## src/rtl/cgra_issue_if.sv

```systemverilog
// cgra_issue_if: instruction-memory, decoder and vector-datapath signals of the issue controller
interface cgra_issue_if #(
  parameter int DWIDTH_INST = 32,
  parameter int IMEM_AW = 8
);
  logic imem_en;
  logic [IMEM_AW-1:0] imem_addr;
  logic [DWIDTH_INST-1:0] imem_rdata;
  logic [DWIDTH_INST-1:0] instr;
  logic instr_valid;
  logic dec_is_not_vect;
  logic dec_is_bne;
  logic dec_is_wfi;
  logic [11:0] dec_branch_imm;
  logic bne_taken;
  logic vec_issue;
  logic vec_done;
  modport master (
    output imem_en, imem_addr, instr, instr_valid, vec_issue,
    input imem_rdata, dec_is_not_vect, dec_is_bne, dec_is_wfi, dec_branch_imm, bne_taken, vec_done
  );
  modport slave (
    input imem_en, imem_addr, instr, instr_valid, vec_issue,
    output imem_rdata, dec_is_not_vect, dec_is_bne, dec_is_wfi, dec_branch_imm, bne_taken, vec_done
  );
endinterface

```

## src/rtl/cgra_issue_ctrl.sv

```systemverilog
// cgra_issue_ctrl: fetch/issue sequencer for the CGRA vector core; define CGRA_ISSUE_TIMEOUT_EN to build the VWAIT watchdog
module cgra_issue_ctrl #(
  parameter int DWIDTH_INST = 32,
  parameter int IMEM_AW = 8,
  parameter int TIMEOUT_CYCLES = 1024
) (
  input  logic clk,
  input  logic rst,
  input  logic start,
  cgra_issue_if.master bus,
  output logic [IMEM_AW-1:0] pc,
  output logic busy,
  output logic halted,
  output logic err
);
  typedef enum logic [2:0] {IDLE, FETCH, LATCH, EXEC, VWAIT, HALT} state_t;
  state_t state;
  logic signed [11:0] off;
  logic [IMEM_AW-1:0] pc_exec;
  logic timeout;
  assign off = $signed(bus.dec_branch_imm) >>> 1;
  assign pc_exec = (bus.dec_is_bne && bus.bne_taken) ? pc + IMEM_AW'(off) : pc + IMEM_AW'(1);
  assign bus.imem_addr = pc;
  assign bus.vec_issue = bus.instr_valid && !bus.dec_is_wfi && !bus.dec_is_not_vect;
`ifdef CGRA_ISSUE_TIMEOUT_EN
  localparam int CW = $clog2(TIMEOUT_CYCLES + 1);
  logic [CW-1:0] wcnt;
  // watchdog counts VWAIT cycles and restarts from zero whenever the FSM is elsewhere
  always_ff @(posedge clk) wcnt <= (rst || state != VWAIT) ? '0 : wcnt + CW'(1);
  assign timeout = wcnt == CW'(TIMEOUT_CYCLES - 1);
`else
  assign timeout = TIMEOUT_CYCLES < 0;
`endif
  // sequencer FSM; strobes and status flags are registered alongside the state
  always_ff @(posedge clk) begin
    if (rst) begin
      state <= IDLE;
      pc <= '0;
      bus.instr <= '0;
      bus.imem_en <= 1'b0;
      bus.instr_valid <= 1'b0;
      busy <= 1'b0;
      halted <= 1'b0;
      err <= 1'b0;
    end else begin
      bus.imem_en <= 1'b0;
      bus.instr_valid <= 1'b0;
      case (state)
        IDLE, HALT: if (start) begin
          state <= FETCH;
          pc <= '0;
          bus.imem_en <= 1'b1;
          busy <= 1'b1;
          halted <= 1'b0;
        end
        FETCH: state <= LATCH;
        LATCH: begin
          state <= EXEC;
          bus.instr <= DWIDTH_INST'(bus.imem_rdata);
          bus.instr_valid <= 1'b1;
        end
        EXEC: if (bus.dec_is_wfi) begin
          state <= HALT;
          busy <= 1'b0;
          halted <= 1'b1;
        end else if (!bus.dec_is_not_vect) begin
          state <= VWAIT;
        end else begin
          state <= FETCH;
          pc <= pc_exec;
          bus.imem_en <= 1'b1;
        end
        VWAIT: if (bus.vec_done) begin
          state <= FETCH;
          pc <= pc + IMEM_AW'(1);
          bus.imem_en <= 1'b1;
        end else if (timeout) begin
          state <= HALT;
          busy <= 1'b0;
          halted <= 1'b1;
          err <= 1'b1;
        end
        default: state <= IDLE;
      endcase
    end
  end
endmodule

```

## src/flat_wrapper.sv

```systemverilog
// flat-port wrapper written by rule: the top's interface ports become plain ports
module cgra_issue_ctrl_flat 
#(
  parameter int DWIDTH_INST = 32,
  parameter int IMEM_AW = 8,
  parameter int TIMEOUT_CYCLES = 1024
)
  (clk, rst, start, pc, busy, halted, err, bus_imem_en, bus_imem_addr, bus_instr, bus_instr_valid, bus_vec_issue, bus_imem_rdata, bus_dec_is_not_vect, bus_dec_is_bne, bus_dec_is_wfi, bus_dec_branch_imm, bus_bne_taken, bus_vec_done);
  cgra_issue_if #(.DWIDTH_INST(DWIDTH_INST), .IMEM_AW(IMEM_AW)) bus_i ();
  input  logic clk;
  input  logic rst;
  input  logic start;
  output logic [IMEM_AW-1:0] pc;
  output logic busy;
  output logic halted;
  output logic err;
  output wire logic [$bits(bus_i.imem_en)-1:0] bus_imem_en;
  output wire logic [$bits(bus_i.imem_addr)-1:0] bus_imem_addr;
  output wire logic [$bits(bus_i.instr)-1:0] bus_instr;
  output wire logic [$bits(bus_i.instr_valid)-1:0] bus_instr_valid;
  output wire logic [$bits(bus_i.vec_issue)-1:0] bus_vec_issue;
  input wire logic [$bits(bus_i.imem_rdata)-1:0] bus_imem_rdata;
  input wire logic [$bits(bus_i.dec_is_not_vect)-1:0] bus_dec_is_not_vect;
  input wire logic [$bits(bus_i.dec_is_bne)-1:0] bus_dec_is_bne;
  input wire logic [$bits(bus_i.dec_is_wfi)-1:0] bus_dec_is_wfi;
  input wire logic [$bits(bus_i.dec_branch_imm)-1:0] bus_dec_branch_imm;
  input wire logic [$bits(bus_i.bne_taken)-1:0] bus_bne_taken;
  input wire logic [$bits(bus_i.vec_done)-1:0] bus_vec_done;
  assign bus_imem_en = bus_i.imem_en;
  assign bus_imem_addr = bus_i.imem_addr;
  assign bus_instr = bus_i.instr;
  assign bus_instr_valid = bus_i.instr_valid;
  assign bus_vec_issue = bus_i.vec_issue;
  assign bus_i.imem_rdata = bus_imem_rdata;
  assign bus_i.dec_is_not_vect = bus_dec_is_not_vect;
  assign bus_i.dec_is_bne = bus_dec_is_bne;
  assign bus_i.dec_is_wfi = bus_dec_is_wfi;
  assign bus_i.dec_branch_imm = bus_dec_branch_imm;
  assign bus_i.bne_taken = bus_bne_taken;
  assign bus_i.vec_done = bus_vec_done;
  cgra_issue_ctrl #(.DWIDTH_INST(DWIDTH_INST), .IMEM_AW(IMEM_AW), .TIMEOUT_CYCLES(TIMEOUT_CYCLES)) u_core (.clk(clk), .rst(rst), .start(start), .bus(bus_i), .pc(pc), .busy(busy), .halted(halted), .err(err));
endmodule
```

## config.mk

```make
export PLATFORM = sky130hd
export DESIGN_NAME = cgra_issue_ctrl_flat
export DESIGN_NICKNAME = d
export VERILOG_FILES = /design/src/rtl/cgra_issue_if.sv /design/src/rtl/cgra_issue_ctrl.sv /design/src/flat_wrapper.sv
export SDC_FILE = /design/constraint.sdc
export NUM_CORES = 1
export LEC_CHECK = 0
export ABC_AREA = 1
export CAP_MARGIN = 20
export CORE_ASPECT_RATIO = 2
export CORE_MARGIN = 2
export CORE_UTILIZATION = 45
export DETAILED_ROUTE_END_ITERATION = 10
export PLACE_DENSITY = 0.95
export SYNTH_ARGS = -nofsm -noshare
export SYNTH_HDL_FRONTEND = slang
export SYNTH_SLANG_ARGS = --single-unit
```

## constraint.sdc

```tcl
create_clock -name clk -period 4.4 [get_ports clk]
set_input_delay 0.88 -clock clk [delete_from_list [all_inputs] [get_ports clk]]
set_output_delay 0.88 -clock clk [all_outputs]
set_load 0.02 [all_outputs]
```

== Word-level counts from Yosys, hierarchy flattened ==
Index checks and enable logic that the tools add are counted.
Cells by class
  add/sub/neg operators: 2
  equality and inequality tests: 10
  mux-type cells: 23
  reductions and logical operators: 12
Operators with widths (number)
  two-way mux 8 bit: 5
  one-hot mux 8 bit (3 select lines): 1
  one-hot mux 3 bit (5 select lines): 1
  two-way mux 3 bit: 4
  != test 2 bit, second input constant: 5
  two-way mux 1 bit: 9
  adder 8 x 1 -> 8 bit, second input constant: 1
  adder 8 bit: 1
  equality test 3 x 2 -> 1 bit, second input constant: 2
  equality test 3 bit, second input constant: 2
  AND reduction 5 bit: 1
  one-hot mux 1 bit (2 select lines): 2
  equality test 3 x 1 -> 1 bit, second input constant: 1
  logical AND 1 bit: 3
  zero test 3 bit: 1
  one-hot mux 1 bit (3 select lines): 1
  AND reduction 3 bit: 1
  nonzero test 3 bit: 1
  zero test 1 bit: 2
  AND reduction 2 bit: 1
  nonzero test 2 bit: 1
  OR reduction 2 bit: 1
Storage, ports and cells
  register bits: 47
  logic and storage cells: 54

== Depth between registers and ports, before layout ==
Gate-level depths: netlist of the first run.
  depth after elaboration: 5
  gate-level depth with buffers: 11
  gate-level depth less buffers: 11

== Worst setup path after synthesis of the first run ==
No wires, ideal clock.
  path type: input port to output port
  from: input bus_dec_is_wfi
  to: output bus_vec_issue
  arrival time: 1.326 ns
  path slack: 2.194 ns
  cell stages on the path: 3
  buffers on the path: 0
  cells stage by stage: inv_1 -> nand2_1 -> nor2_1
On the way
  word-level cells in the longest chain between the ends: 3
Ends and longest elaborated chain
  from (decl): line flat_wrapper.sv:25  | input wire logic [$bits(bus_i.dec_is_wfi)-1:0] bus_dec_is_wfi;
  zero test 1 bit: line cgra_issue_ctrl.sv:24  | assign bus.vec_issue = bus.instr_valid && !bus.dec_is_wfi && !bus.dec_is_not_vect;
  logical AND 1 bit (2 in a row): line cgra_issue_ctrl.sv:24
  to (decl): line flat_wrapper.sv:21  | output wire logic [$bits(bus_i.vec_issue)-1:0] bus_vec_issue;
No other way between the ends.

== Worst setup path after layout of the first run ==
Same ends and word-level chain as after synthesis.

==> reports/summary.txt, run 1 <==
first-pass GRT wire length: 10.8 mm
# DRC: 0
1st-pass router iterations: 4
hold_ws: 0.483 ns
synthesis-stage register bit count: 47
Die ar.: 6040 sq um
Yosys cell types: 30
Max-slew headroom: 30.4%
via count: 2535
largest net degree at the start of global routing: 42
Die Span Y: 108 um
Worst Reg-to-Reg Cells: 9
CTS buffer count: 5
Worst-Margin Slew: 1.04 ns
Mapped Cells: 350
Net Count, Synth: 411
DR WL/cell: 13.4 um
area occupied by multi-input gates: 1230 sq um
hold buffer count at cts: 0
WL final: 6.63 mm
WP data arrival: 2.20 ns
clk_lat worst skew: 0.29 ns
f_max: 324 MHz
iteration-0 DRC count of the detailed router: 104
Final Hold Fails: 0
Hold Startpoint: u_core.bus.instr[16]$_SDFFE_PP0P_
Finish-stage setup viols: 0
Max FO, Critical Path: 3
clk buf depth: 2
CTS clock-pin slew for the worst setup and hold paths: 0.08 ns
post-CTS setup buffers: 0
Site Rows: 37
# clock sinks: 47
CTS resizes: 0
synth warn: 0
total gr overflow: 0
FILL cells: 424
vias in the first global route: 2522
register area share after synthesis: 38.7%
GRT Overall Usage: 22.0%
number of I/O port buffers: 100
Reg2Reg Setup Slack: 2.70 ns
Max Cap Viol: 0
Netlist Area Pre-Place: 2430 sq um
Reg2Reg Capture Point: u_core.bus.imem_addr[7]$_SDFFE_PP0P_
area delta synth->final: 42.7%
DR vias/cell: 5.12
final setup TNS: 0 ns
kind of critical path: in2out
Pwr per Cell Area: 513 nW/um^2
worst hold path class: reg2reg
Syn Area/Cell: 6.94 sq um
DP HPWL: 5.02 mm
Sequential Area: 941 sq um
Crit path required time: 3.52 ns
Root Driver: clkbuf_8
Slew Viols, Final: 0
crit start category: input port
P_leak: 1.46 nW
Tcrit/Tclk final: 70.1%
RSZ-0062 raised after global routing: false
CTS tree: done
die width: 55.9 um
hold worst-path end: u_core.bus.instr[16]$_SDFFE_PP0P_
FF-to-FF Start: u_core.bus.imem_addr[2]$_SDFFE_PP0P_
I/O pins: 106
GP Congestion: 0.910
Setup Skew: 0.00423 ns
H-tree depth: 2
Core Region: 5180 sq um
initial antenna violation count: 0
diode count: 0
antenna viol nets, final: 0
Hold Crit Depth: 2
fin nets: 499
min cycle time layout: 3.08 ns
share of cells above drive strength 1: 3.89%
status: finished, final reports clean
Starting Density: 46.8%
CP endpoint kind: primary output
Worst VDD drop: 429 uV
==> power by group <==
group	switching (W)	internal, W	total (W)
combinational	0.000497	0.000398	0.000895
sequential	0.0000998	0.000539	0.000638
clock	0.000139	0.000106	0.000244
==> worst max-delay path by stage <==
stage,from,endpoint,cells past startpoint
6_report,bus_dec_is_wfi,bus_vec_issue,5
3_3_place_gp,bus_dec_is_wfi,bus_vec_issue,5
5_1_grt,bus_dec_is_wfi,bus_vec_issue,5
4_1_cts,bus_dec_is_wfi,bus_vec_issue,5
2_1_floorplan,bus_dec_is_wfi,bus_vec_issue,3
3_5_place_dp,bus_dec_is_wfi,bus_vec_issue,5
==> per-layer routing <==
| metal | up-vias | GRT usage [%] | part of all wire [%] |
|---|---|---|---|
| li1 | 1282 | - | - |
| met5 | - | 0 | 0 |
| met2 | 84 | 44.4 | 56 |
| met3 | 21 | 2.52 | 4.7 |
| met1 | 1148 | 21.1 | 36 |
| met4 | 0 | 10.7 | 3.3 |
==> kinds of logic after synthesis <==
| kind of cell | share of synthesized area (%) |
|---|---|
| and+or+nand+nor | 29.7 |
| AOI/OAI and AO/OA | 13.7 |
| buffers and inverters | 10.6 |
| DFF | 38.7 |
| adders and majority gates | 4.95 |
| xor gates and xnor gates | 2.16 |
| other | 0.154 |
==> cell usage in the layout (no fill, tap or decap), types with 2 or more instances in the layout <==
cell             Yosys  final
a21oi_1             12     12
a21oi_2              2      2
clkbuf_8             0      5
clkdlybuf4s50_1      0    100
dfxtp_1             47     47
ha_1                 8      8
inv_1               32     32
inv_2                2      2
nand2_1             57     57
nand3_1             24     24
nand3_2              2      2
nand3_4              2      2
nand4_1              2      2
nor2_1              79     79
o21ai_0             38     38
o21ai_1              8      8
xor2_1               5      5
==> Yosys cell counts, drive strengths merged <==
cell type	instances	share of area, %
nor2	79	12
a21oi	14	3.2
xor2	5	1.8
nand3b	1	0.31
dfxtp	47	39
clkinv	1	0.36
inv	34	5.3
nor3	1	0.41
nand3	28	7.2
conb	1	0.15
buf	14	4.0
nand4	2	0.52
clkbuf	6	0.93
ha	8	4.1
a211oi	1	0.31
xnor2	1	0.36
fa	1	0.82
nand2	57	8.8
a21o	1	0.31
o211a	1	0.41
or2	1	0.26
o21ai	46	9.5
==> through the flow <==
stage / worst slack, ns / total power (W) / cell area, sq um / utilization, % / instances
finish: 1.32 / 0.00178 / 3470 / 66.8 / 495
global route: 1.27 / 0.00190 / 3470 / 66.8 / 495
global placement: 1.32 / 0.00150 / 3390 / 65.4 / 489
CTS: 1.31 / 0.00178 / 3470 / 66.8 / 495
detailed placement: 1.31 / 0.00154 / 3390 / 65.4 / 489
floorplan: 2.19 / 0.00119 / 2430 / - / 350
==> worst max-delay path, cell delays in order <==
cell and delay (ns):
clkdlybuf4s50_1 0.43, inv_1 0.14, nand2_1 0.07, nor2_1 0.08, clkdlybuf4s50_1 0.60
==> area by class of cell <==
type	instances	share of cell area (%)
clock buffer	5	1.99
tap	58	2.09
timing repair buffer	101	29.1
inverter	35	3.94
sequential	47	27.1
multi-input combinational	248	35.5
clock inverter	1	0.217
==> flip-flops by register name, indices dropped and copies added, names as in the netlist <==
| signal | flops |
|---|---|
| u_core.state | 3 |
| u_core.bus.imem_en | 1 |
| u_core.bus.instr_valid | 1 |
| u_core.bus.instr | 32 |
| u_core.halted | 1 |
| u_core.bus.imem_addr | 8 |
| u_core.busy | 1 |
No activity file was read; power rests on OpenSTA's default activity.
==> run 2: changes to the inputs <==
--- a/config.mk
+++ b/config.mk
@@ -9,9 +9,9 @@
 export CAP_MARGIN = 20
 export CORE_ASPECT_RATIO = 2
 export CORE_MARGIN = 2
-export CORE_UTILIZATION = 45
+export CORE_UTILIZATION = 38
 export DETAILED_ROUTE_END_ITERATION = 10
-export PLACE_DENSITY = 0.95
+export PLACE_DENSITY = 0.86
 export SYNTH_ARGS = -nofsm -noshare
 export SYNTH_HDL_FRONTEND = slang
 export SYNTH_SLANG_ARGS = --single-unit
==> constraint.sdc (replaced) <==
create_clock -name clk -period 2.8 [get_ports clk]
set_input_delay 0.56 -clock clk [delete_from_list [all_inputs] [get_ports clk]]
set_output_delay 0.56 -clock clk [all_outputs]
set_load 0.02 [all_outputs]
==> reports/summary.txt, run 2 (synthesized netlist as in run 1, its figures left out) <==
# clock sinks: 47 (unchanged)
Final Hold Fails: 0 (unchanged)
min cycle time layout: 2.46 ns
1st-pass router iterations: 7 (+3)
status: finished, final reports clean
Crit path required time: 2.24 ns (-1.28 ns)
Max Cap Viol: 0 (unchanged)
clk buf depth: 2 (unchanged)
DP HPWL: 5.13 mm (+2.2%)
Root Driver: clkbuf_16
Pwr per Cell Area: 837 nW/um^2 (+63%)
I/O pins: 106 (unchanged)
CTS resizes: 0 (unchanged)
WL final: 6.75 mm (+1.9%)
GP Congestion: 0.783 (-14%)
Setup Skew: 0.00283 ns (-0.00139 ns)
WP data arrival: 1.90 ns (-0.30 ns)
kind of critical path: in2out
diode count: 0 (unchanged)
hold buffer count at cts: 0 (unchanged)
CTS tree: done
fin nets: 501 (+0.40%)
die width: 60.5 um (+8.2%)
share of cells above drive strength 1: 4.54% (+0.64 points)
Die Span Y: 117 um (+8.5%)
Core Region: 6260 sq um (+21%)
post-CTS setup buffers: 0 (unchanged)
CTS buffer count: 5 (unchanged)
Sequential Area: 941 sq um (unchanged)
DR WL/cell: 12.8 um (-4.3%)
final setup TNS: 0 ns (unchanged)
Worst VDD drop: 667 uV (+56%)
commonest cells after routing, fill and taps aside: clkdlybuf4s50_1 (100), nor2_1 (79), nand2_1 (57), dfxtp_1 (47), o21ai_0 (38)
GRT Overall Usage: 19.2% (-2.7 points)
iteration-0 DRC count of the detailed router: 150 (+44%)
Finish-stage setup viols: 0 (unchanged)
most common cell after layout, fill and taps aside: clkdlybuf4s50_1
f_max: 407 MHz
Final Power: 0.00302 W (+70%)
first-pass GRT wire length: 10.5 mm (-2.5%)
initial antenna violation count: 0 (unchanged)
largest net degree at the start of global routing: 35 (-17%)
area occupied by multi-input gates: 1230 sq um (unchanged)
final core utilization: 57.6% (-9.3 points)
Tcrit/Tclk final: 87.9%
area delta synth->final: 48.4%
CP endpoint kind: primary output
Starting Density: 38.8% (-8.0 points)
via count: 2565 (+1.2%)
vias in the first global route: 2400 (-4.8%)
Die ar.: 7090 sq um (+17%)
RSZ-0062 raised after global routing: false
FILL cells: 588 (+39%)
H-tree depth: 2 (unchanged)
Slew Viols, Final: 0 (unchanged)
Top reg by flops: u_core.bus.instr
DR vias/cell: 4.87 (-5.0%)
CTS clock-pin slew for the worst setup and hold paths: 0.06 ns (-0.02 ns)
total gr overflow: 0 (unchanged)
Max FO, Critical Path: 3 (unchanged)
Site Rows: 41 (+11%)
max FFs per register: 32 (unchanged)
worst hold path class: reg2reg
antenna viol nets, final: 0 (unchanged)
number of I/O port buffers: 100 (unchanged)
P_leak: 1.51 nW (+3.6%)
clk_lat worst skew: 0.29 ns (about the same)
crit start category: input port
# DRC: 0 (unchanged)
==> run 2: cell types whose count changed in the layout (fill, tap and decap cells not counted) <==
cell,change
buf_4,+1
clkinv_4,+1
clkbuf_1,+1
clkbuf_8,-4
clkbuf_16,+5
buf_12,+1
clkinvlp_4,-1
==> run 2: area by class of cell <==
class,count,area share [%]
clock buffers,7,3.96
flip-flops and latches,47,26.1
well taps,86,2.99
inverters,35,3.78
repair buffers,103,28.7
clock inverters,1,0.243
multi-input cells,248,34.2
==> run 2: per-layer routing <==
layer | vias to the layer above | part of all wire [%] | track usage [%]
met2 | 90 | 58 | 37.0
met1 | 1165 | 34 | 18.5
met3 | 16 | 3.9 | 3.19
li1 | 1294 | - | -
met5 | - | 0 | 0
met4 | 0 | 3.6 | 9.86
==> run 2: final timing paths <==
kind,start,to,slack [ns],cells past startpoint
max,bus_dec_is_wfi,bus_vec_issue,0.34,5
min,u_core.bus.instr[17]$_SDFFE_PP0P_,u_core.bus.instr[17]$_SDFFE_PP0P_,0.48,2
max reg2reg,u_core.bus.imem_addr[1]$_SDFFE_PP0P_,u_core.bus.imem_addr[6]$_SDFFE_PP0P_,1.08,9
min reg2reg,u_core.bus.instr[17]$_SDFFE_PP0P_,u_core.bus.instr[17]$_SDFFE_PP0P_,0.48,2
==> run 2: power breakdown <==
group / total, W / switching, W / leakage [nW] / internal [W]
sequential: 0.00100 / 0.000156 / 0.385 / 0.000848
clock: 0.000607 / 0.000250 / 0.0741 / 0.000357
combinational: 0.00141 / 0.000777 / 1.05 / 0.000629
total: 0.00302 / 0.00118 / 1.51 / 0.00183
==> run 2: stage by stage <==
stage               instances  hold slack (ns)  instance area, sq um  setup WS (ns)
floorplan                 350            0.456                  2430           1.12
global placement          519            0.464                  3450          0.359
detailed placement        519            0.472                  3450          0.322
CTS                       527            0.487                  3600          0.324
global route              527            0.501                  3600          0.289
finish                    527            0.480                  3600          0.340
==> run 2: critical path, cell delays in order <==
cell and delay [ns]:
clkdlybuf4s50_1 0.43, inv_1 0.14, nand2_1 0.07, nor2_1 0.09
clkdlybuf4s50_1 0.61
